[src/rtl/mem_port_arbiter.sv]
// Shares one block-wide memory port between the I-cache (port 0) and D-cache (port 1); request seen in IDLE at t -> o_mem_cen at t+1 -> completion >= t+2.
// Backpressure: a requesting port stays stalled until its own completion cycle; memory stall is waited out in WAIT.
module mem_port_arbiter #(
    parameter int BIT_W      = 32,
    parameter int ADDR_W     = 32,
    parameter int FIXED_PRIO = 0
) (
    input  logic                 i_clk,
    input  logic                 i_rst_n,
    input  logic                 i_p0_cen,
    input  logic                 i_p0_wen,
    input  logic [ADDR_W-1:0]    i_p0_addr,
    input  logic [BIT_W*4-1:0]   i_p0_wdata,
    output logic [BIT_W*4-1:0]   o_p0_rdata,
    output logic                 o_p0_stall,
    input  logic                 i_p1_cen,
    input  logic                 i_p1_wen,
    input  logic [ADDR_W-1:0]    i_p1_addr,
    input  logic [BIT_W*4-1:0]   i_p1_wdata,
    output logic [BIT_W*4-1:0]   o_p1_rdata,
    output logic                 o_p1_stall,
    output logic                 o_mem_cen,
    output logic                 o_mem_wen,
    output logic [ADDR_W-1:0]    o_mem_addr,
    output logic [BIT_W*4-1:0]   o_mem_wdata,
    input  logic [BIT_W*4-1:0]   i_mem_rdata,
    input  logic                 i_mem_stall,
    output logic                 o_busy,
    output logic                 o_grant
);
    localparam int BLK_W = BIT_W * 4;

    typedef enum logic [1:0] {
        IDLE  = 2'd0,
        ISSUE = 2'd1,
        WAIT  = 2'd2
    } state_t;

    state_t              state_q, state_d;
    logic                grant_q, grant_d;
    logic                last_grant_q, last_grant_d;
    logic                mem_cen_q, mem_cen_d;
    logic                wen_q, wen_d;
    logic [ADDR_W-1:0]   addr_q, addr_d;
    logic [BLK_W-1:0]    wdata_q, wdata_d;
    logic                sel_p1;
    logic                complete;

    always_comb begin
        if (i_p0_cen && i_p1_cen) begin
            sel_p1 = (FIXED_PRIO != 0) ? 1'b1 : ~last_grant_q;
        end else begin
            sel_p1 = i_p1_cen;
        end
    end

    assign complete = (state_q == WAIT) && !i_mem_stall;

    always_comb begin
        state_d      = state_q;
        grant_d      = grant_q;
        last_grant_d = last_grant_q;
        wen_d        = wen_q;
        addr_d       = addr_q;
        wdata_d      = wdata_q;
        mem_cen_d    = 1'b0;
        case (state_q)
            IDLE: begin
                if (i_p0_cen || i_p1_cen) begin
                    grant_d   = sel_p1;
                    wen_d     = sel_p1 ? i_p1_wen   : i_p0_wen;
                    addr_d    = sel_p1 ? i_p1_addr  : i_p0_addr;
                    wdata_d   = sel_p1 ? i_p1_wdata : i_p0_wdata;
                    mem_cen_d = 1'b1;
                    state_d   = ISSUE;
                end
            end
            ISSUE: begin
                state_d = WAIT;
            end
            WAIT: begin
                if (!i_mem_stall) begin
                    last_grant_d = grant_q;
                    state_d      = IDLE;
                end
            end
            default: begin
                state_d = IDLE;
            end
        endcase
    end

    always_ff @(posedge i_clk or negedge i_rst_n) begin
        if (!i_rst_n) begin
            state_q      <= IDLE;
            grant_q      <= 1'b0;
            last_grant_q <= 1'b1;
            mem_cen_q    <= 1'b0;
            wen_q        <= 1'b0;
            addr_q       <= '0;
            wdata_q      <= '0;
        end else begin
            state_q      <= state_d;
            grant_q      <= grant_d;
            last_grant_q <= last_grant_d;
            mem_cen_q    <= mem_cen_d;
            wen_q        <= wen_d;
            addr_q       <= addr_d;
            wdata_q      <= wdata_d;
        end
    end

    // Only the granted port is released, and only in the cycle memory finishes.
    assign o_p0_stall  = i_p0_cen && !(complete && !grant_q);
    assign o_p1_stall  = i_p1_cen && !(complete && grant_q);
    assign o_p0_rdata  = i_mem_rdata;
    assign o_p1_rdata  = i_mem_rdata;
    assign o_mem_cen   = mem_cen_q;
    assign o_mem_wen   = wen_q;
    assign o_mem_addr  = addr_q;
    assign o_mem_wdata = wdata_q;
    assign o_busy      = (state_q != IDLE);
    assign o_grant     = grant_q;
endmodule

[config.mk]
export PLATFORM = sky130hd
export DESIGN_NAME = mem_port_arbiter
export DESIGN_NICKNAME = d
export VERILOG_FILES = /design/src/rtl/mem_port_arbiter.sv
export SDC_FILE = /design/constraint.sdc
export NUM_CORES = 1
export LEC_CHECK = 0
export BUFFER_PORTS_ARGS = -buffer_cell sky130_fd_sc_hd__buf_2
export CAP_MARGIN = 20
export CORE_AREA = 2 2 344 346
export CTS_BUF_LIST = sky130_fd_sc_hd__clkbuf_16
export CTS_CLUSTER_DIAMETER = 60
export DETAILED_ROUTE_END_ITERATION = 8
export DIE_AREA = 0 0 346 348
export GPL_TIMING_DRIVEN = 0
export SLEW_MARGIN = 10
export SYNTH_ARGS = -nofsm -noshare
export SYNTH_HDL_FRONTEND = slang
export SYNTH_SLANG_ARGS = --single-unit
[constraint.sdc]
create_clock -name i_clk -period 2.05 [get_ports i_clk]
set_input_delay 0.1025 -clock i_clk [delete_from_list [all_inputs] [get_ports i_clk]]
set_output_delay 0.1025 -clock i_clk [all_outputs]
set_load 0.02 [all_outputs]
# After elaboration in Yosys (flattened, before gate mapping)
# Index checks and enable logic that the tools add are counted.
# word_totals
register_bits	166
in_bits	455
output_inout_bits	422
wordCells	38
# op_classes
eq_ne	4
n_mux	9
bitwise	2
reduce_logical	16
# op_table
cell	count
128-bit 2-to-1 mux	1
32-bit 2-to-1 mux	1
1-bit logical AND	6
2-bit case mux with 3 select lines	1
2-bit AND reduction	3
1-bit logical NOT	4
1-bit 2-to-1 mux	4
2-bit 2-to-1 mux	2
2-bit != test (second input constant)	2
2-bit by 1-bit == test with 1-bit output (second input constant)	1
2-bit == test (second input constant)	1
2-bit logical NOT	1
1-bit NOT	2
2-bit nonzero test	1
1-bit logical OR	1

# Depth between registers and ports, before layout
# logic_depth
depth_word	5
mapped_depth	6
ltp_nobuf	3

# Worst setup path after synthesis
# Ideal clock, no wire load.
# synth_timing
path_kind	register to register
from	reg last_grant_q
to	reg wdata_q[52], in the netlist o_mem_wdata[52]
arrival_time_ps	1584
slack_ps	341
path_stages_with_launch	7
cell_sequence	dfstp_2 a21bo_1 buf_6 buf_6 buf_6 mux2_4 mux2_2
# synth_between
elab_chain_cells	3
# synth_lines
item	line_no	text
from (decl)	41	logic last_grant_q, last_grant_d;
from (signal assigned)	105	last_grant_q <= last_grant_d;
1-bit NOT	51	sel_p1 = (FIXED_PRIO != 0) ? 1'b1 : ~last_grant_q;
1-bit 2-to-1 mux	50	if (i_p0_cen && i_p1_cen) begin
128-bit 2-to-1 mux	73	wdata_d = sel_p1 ? i_p1_wdata : i_p0_wdata;
to (signal assigned)	109	wdata_q <= wdata_d;
to (decl)	45	logic [BLK_W-1:0] wdata_q, wdata_d;
# Every way passes these cells.
# A chain may end at the register's enable or synchronous reset.

# Worst setup path after layout
# layout_timing
from	reg last_grant_q
to	reg wdata_q[92], in the netlist o_mem_wdata[92]
# Same word-level chain as after synthesis.

==> Flow_metrics.wiki <==
{| class="wikitable"
! Metric !! Value
|-
| Run status || complete, no violations
|-
| Number of gates on the worst path with buffers counted || 6
|-
| MaxCap Viol Count || 0
|-
| Pin count of the biggest net entering global routing || 85
|-
| Data arrival, critical path || 2.44 ns
|-
| Unique masters post-synth || 16
|-
| CTS Sinks || 166
|-
| Antenna violations before repair || 6
|-
| Most used cell, CP || sky130_fd_sc_hd__buf_12
|-
| Std-Cell Rows || 126
|-
| Tot GR Track Use || 9.05%
|-
| Top Ports || 877
|-
| Slowest stage cell on the critical path || sky130_fd_sc_hd__dfstp_2
|-
| Non-filler cells in the finished layout || 3442
|-
| Hold violation count in the final report || 0
|-
| Total gr overflow || 0
|-
| Estimated wirelength of the detail-placed design || 43400 um
|-
| Slack of the worst reg-to-reg path || 0.03 ns
|-
| Worst Tran Pin Value || 0.726 ns
|-
| Mean Syn Cell Area || 13.1 sq um
|-
| Fillcell total || 12.8k
|-
| Number of buffers added by the clock tree synthesis step || 17
|-
| Total routed wirelength || 56700 um
|-
| Drt pass-1 iters || 4
|-
| Detailed-route wire length per cell || 16.5 um
|-
| Worst path bufs/invs || 3
|-
| Cells after synthesis || 793
|-
| Register area share after synthesis || 40.1%
|-
| Fin Clk Skew || 0.0102 ns
|-
| Chip Width || 346 um
|-
| Final setup violating endpoints || 0
|-
| Leakage component of the power || 9.64 nW
|-
| Layout area overhead || 93.5%
|-
| Number of buffers inserted by port buffering || 748
|-
| Die area || 120000 sq um
|-
| CTS tree || yes
|-
| Power per standard cell area || 1050 nW/um^2
|-
| Cell chain of the critical path || a21bo_1, buf_12, buf_12, buf_8, mux2_4, mux2_2
|-
| Warnings from Yosys || 0
|-
| Placed Cells || 3078
|-
| Share of the cycle needed by the critical path after routing || 98.6%
|-
| Most used cells in the layout excluding fill and tap cells || sky130_fd_sc_hd__buf_2, sky130_fd_sc_hd__dlygate4sd3_1, sky130_fd_sc_hd__buf_4
|-
| Critical path launch point type || flip-flop
|-
| Top cell family by delay on the critical path || multiplexers
|-
| Vias || 10.2k
|-
| First-pass GRT wire length || 76700 um
|-
| Total negative setup slack || 0 ns
|-
| Drt initial violations || 367
|-
| RePlAce Congestion || 0.904
|-
| CORE AREA || 117000 sq um
|-
| Initial Util || 8.85%
|-
| Vias in the first global route || 10.6k
|-
| Chip height || 348 um
|-
| Syn Nets || 1248
|-
| Post-synthesis instance area || 10300 sq um
|-
| CP max FO || 10
|-
| Source-to-sink clock delay at the later pin of the worst-skew pair || 0.52 ns
|-
| Worst slew slack as a fraction of its limit || 51.6%
|-
| Final net count || 2341
|-
| H-tree level count || 4
|-
| Worst Hold Depth || 3
|-
| Post-route ant nets || 0
|-
| Clk Tree Root Cell || sky130_fd_sc_hd__clkbuf_16
|-
| Routed vias/inst || 2.97
|-
| Time the final worst path needs with I/O delays and setup || 2.02 ns
|-
| RSZ-0062 raised after global routing || true
|-
| Peak VDD IR || 0.715 mV
|-
| DRC violation count after routing || 0
|-
| Worst setup EP type || flip-flop
|-
| Worst-case reg-to-reg path depth || 6
|-
| Max-slew violation count || 0
|-
| Worst path max stage delay || 0.54 ns
|-
| Class of the worst hold path || in2reg
|-
| Share of cells above drive strength 1 || 73.6%
|-
| Maximum count of clock buffers along a single path || 2
|-
| Clock transition at the registers of the reported paths || 0.09 ns
|-
| Required time of the critical path || 2.47 ns
|-
| Max Freq || 495 MHz
|-
| Flip-flop and latch count after synthesis || 166
|-
| Most common cell after layout, fill and taps aside || sky130_fd_sc_hd__buf_2
|-
| Type of the setup path with the least slack || reg2reg
|}
## stage by stage
| stage | power (mW) | hold slack (ns) | area (sq um) | util, % | setup slack (ns) |
|---|---|---|---|---|---|
| floorplan | 12.4 | -0.193 | 10300 | - | 0.341 |
| global placement | 17.0 | 0.355 | 16000 | 13.7 | -2.23 |
| detailed placement | 17.1 | 0.136 | 16100 | 13.7 | -0.724 |
| CTS | 21.3 | 0.00276 | 20000 | 17.1 | -0.0115 |
| global route | 22.1 | 0.0142 | 20000 | 17.1 | -0.0210 |
| finish | 21.0 | 0.0894 | 20000 | 17.1 | 0.0294 |
## timing repair
| item | in CTS | in global routing |
|---|---|---|
| pin swaps | 0 | 0 |
| buffers inserted | 1 | 0 |
| endpoints found under the hold margin | 247 | 0 |
| endpoints found under the setup margin | 163 | 37 |
| hold buffers | 324 | 0 |
| gates resized for setup | 25 | 3 |
## cells in the mapped netlist
| library cell | count | area, sq um |
|---|---|---|
| sky130_fd_sc_hd__nor2_1 | 1 | 3.75 |
| sky130_fd_sc_hd__mux2_2 | 244 | 2750 |
| sky130_fd_sc_hd__a21bo_1 | 1 | 10.0 |
| sky130_fd_sc_hd__o22ai_1 | 1 | 6.26 |
| sky130_fd_sc_hd__nand2_1 | 1 | 3.75 |
| sky130_fd_sc_hd__dfrtp_1 | 165 | 4130 |
| sky130_fd_sc_hd__buf_2 | 19 | 95.1 |
| sky130_fd_sc_hd__mux2_4 | 79 | 1190 |
| sky130_fd_sc_hd__a21boi_0 | 2 | 15.0 |
| sky130_fd_sc_hd__buf_6 | 10 | 113 |
| sky130_fd_sc_hd__nor3b_1 | 1 | 7.51 |
| sky130_fd_sc_hd__dfstp_2 | 1 | 26.3 |
| sky130_fd_sc_hd__buf_4 | 263 | 1970 |
| sky130_fd_sc_hd__mux2i_1 | 1 | 10.0 |
| sky130_fd_sc_hd__inv_1 | 2 | 7.51 |
| sky130_fd_sc_hd__o21a_1 | 2 | 15.0 |
## registers in the layout, indices dropped and copies added, names as in the netlist
register	flops
last_grant_q	1
state_q	2
o_mem_cen	1
o_mem_addr	32
o_grant	1
o_mem_wen	1
o_mem_wdata	128
## kinds of logic (layout without fill, tap and decap cells)
family          after synthesis  after routing  share of synthesized area (%)
mux                         324            324                           38.1
buf+inv                     294           1400                           21.2
flops                       166            166                           40.1
compound gates                6              6                          0.447
simple gates                  3              3                          0.145
other cells                   0              7                              0
## worst reg2reg max path: stages (launching register included)
cell,delay [ns]
sky130_fd_sc_hd__dfstp_2,0.54
sky130_fd_sc_hd__a21bo_1,0.14
sky130_fd_sc_hd__buf_12,0.18
sky130_fd_sc_hd__buf_12,0.23
sky130_fd_sc_hd__buf_8,0.19
sky130_fd_sc_hd__mux2_4,0.37
sky130_fd_sc_hd__mux2_2,0.27
## per-layer routing
layer,GRT usage (%),part of all wire [%]
met4,5.86,5.5
met2,15.1,49
met3,2.73,6.9
met1,10.0,39
met5,0,0
## cell type report
cell class	instances	area [sq um]	share of cell area (%)
flip-flops and latches	166	4160	20.7
inverters	2	7.51	0.0375
plain buffers	292	2280	11.4
diodes	7	17.5	0.0874
clock inverters	15	185	0.924
multi-input cells	333	4010	20.0
clock buffers	17	425	2.12
well taps	1536	1920	9.59
repair buffers	1074	7030	35.1
## worst paths after layout
| kind | start | end |
|---|---|---|
| worst max-delay path | last_grant_q$_DFFE_PN1P_ | o_mem_wdata[92]$_DFFE_PN0P_ |
| min in group asynchronous | i_rst_n | o_mem_addr[4]$_DFFE_PN0P_ |
| worst min-delay path | i_p1_wdata[87] | o_mem_wdata[87]$_DFFE_PN0P_ |
| max in group asynchronous | i_rst_n | o_mem_wdata[36]$_DFFE_PN0P_ |
| worst max register to register | last_grant_q$_DFFE_PN1P_ | o_mem_wdata[92]$_DFFE_PN0P_ |
| worst min register to register | o_mem_wdata[11]$_DFFE_PN0P_ | o_mem_wdata[11]$_DFFE_PN0P_ |
## report_power, final
part / total, mW / internal [mW] / switching [mW]
combinational: 11.7 / 5.14 / 6.56
clock: 3.45 / 1.65 / 1.80
sequential: 5.87 / 4.99 / 0.882
total: 21.0 / 11.8 / 9.24
Note: power is estimated with default switching activity, not from simulation.
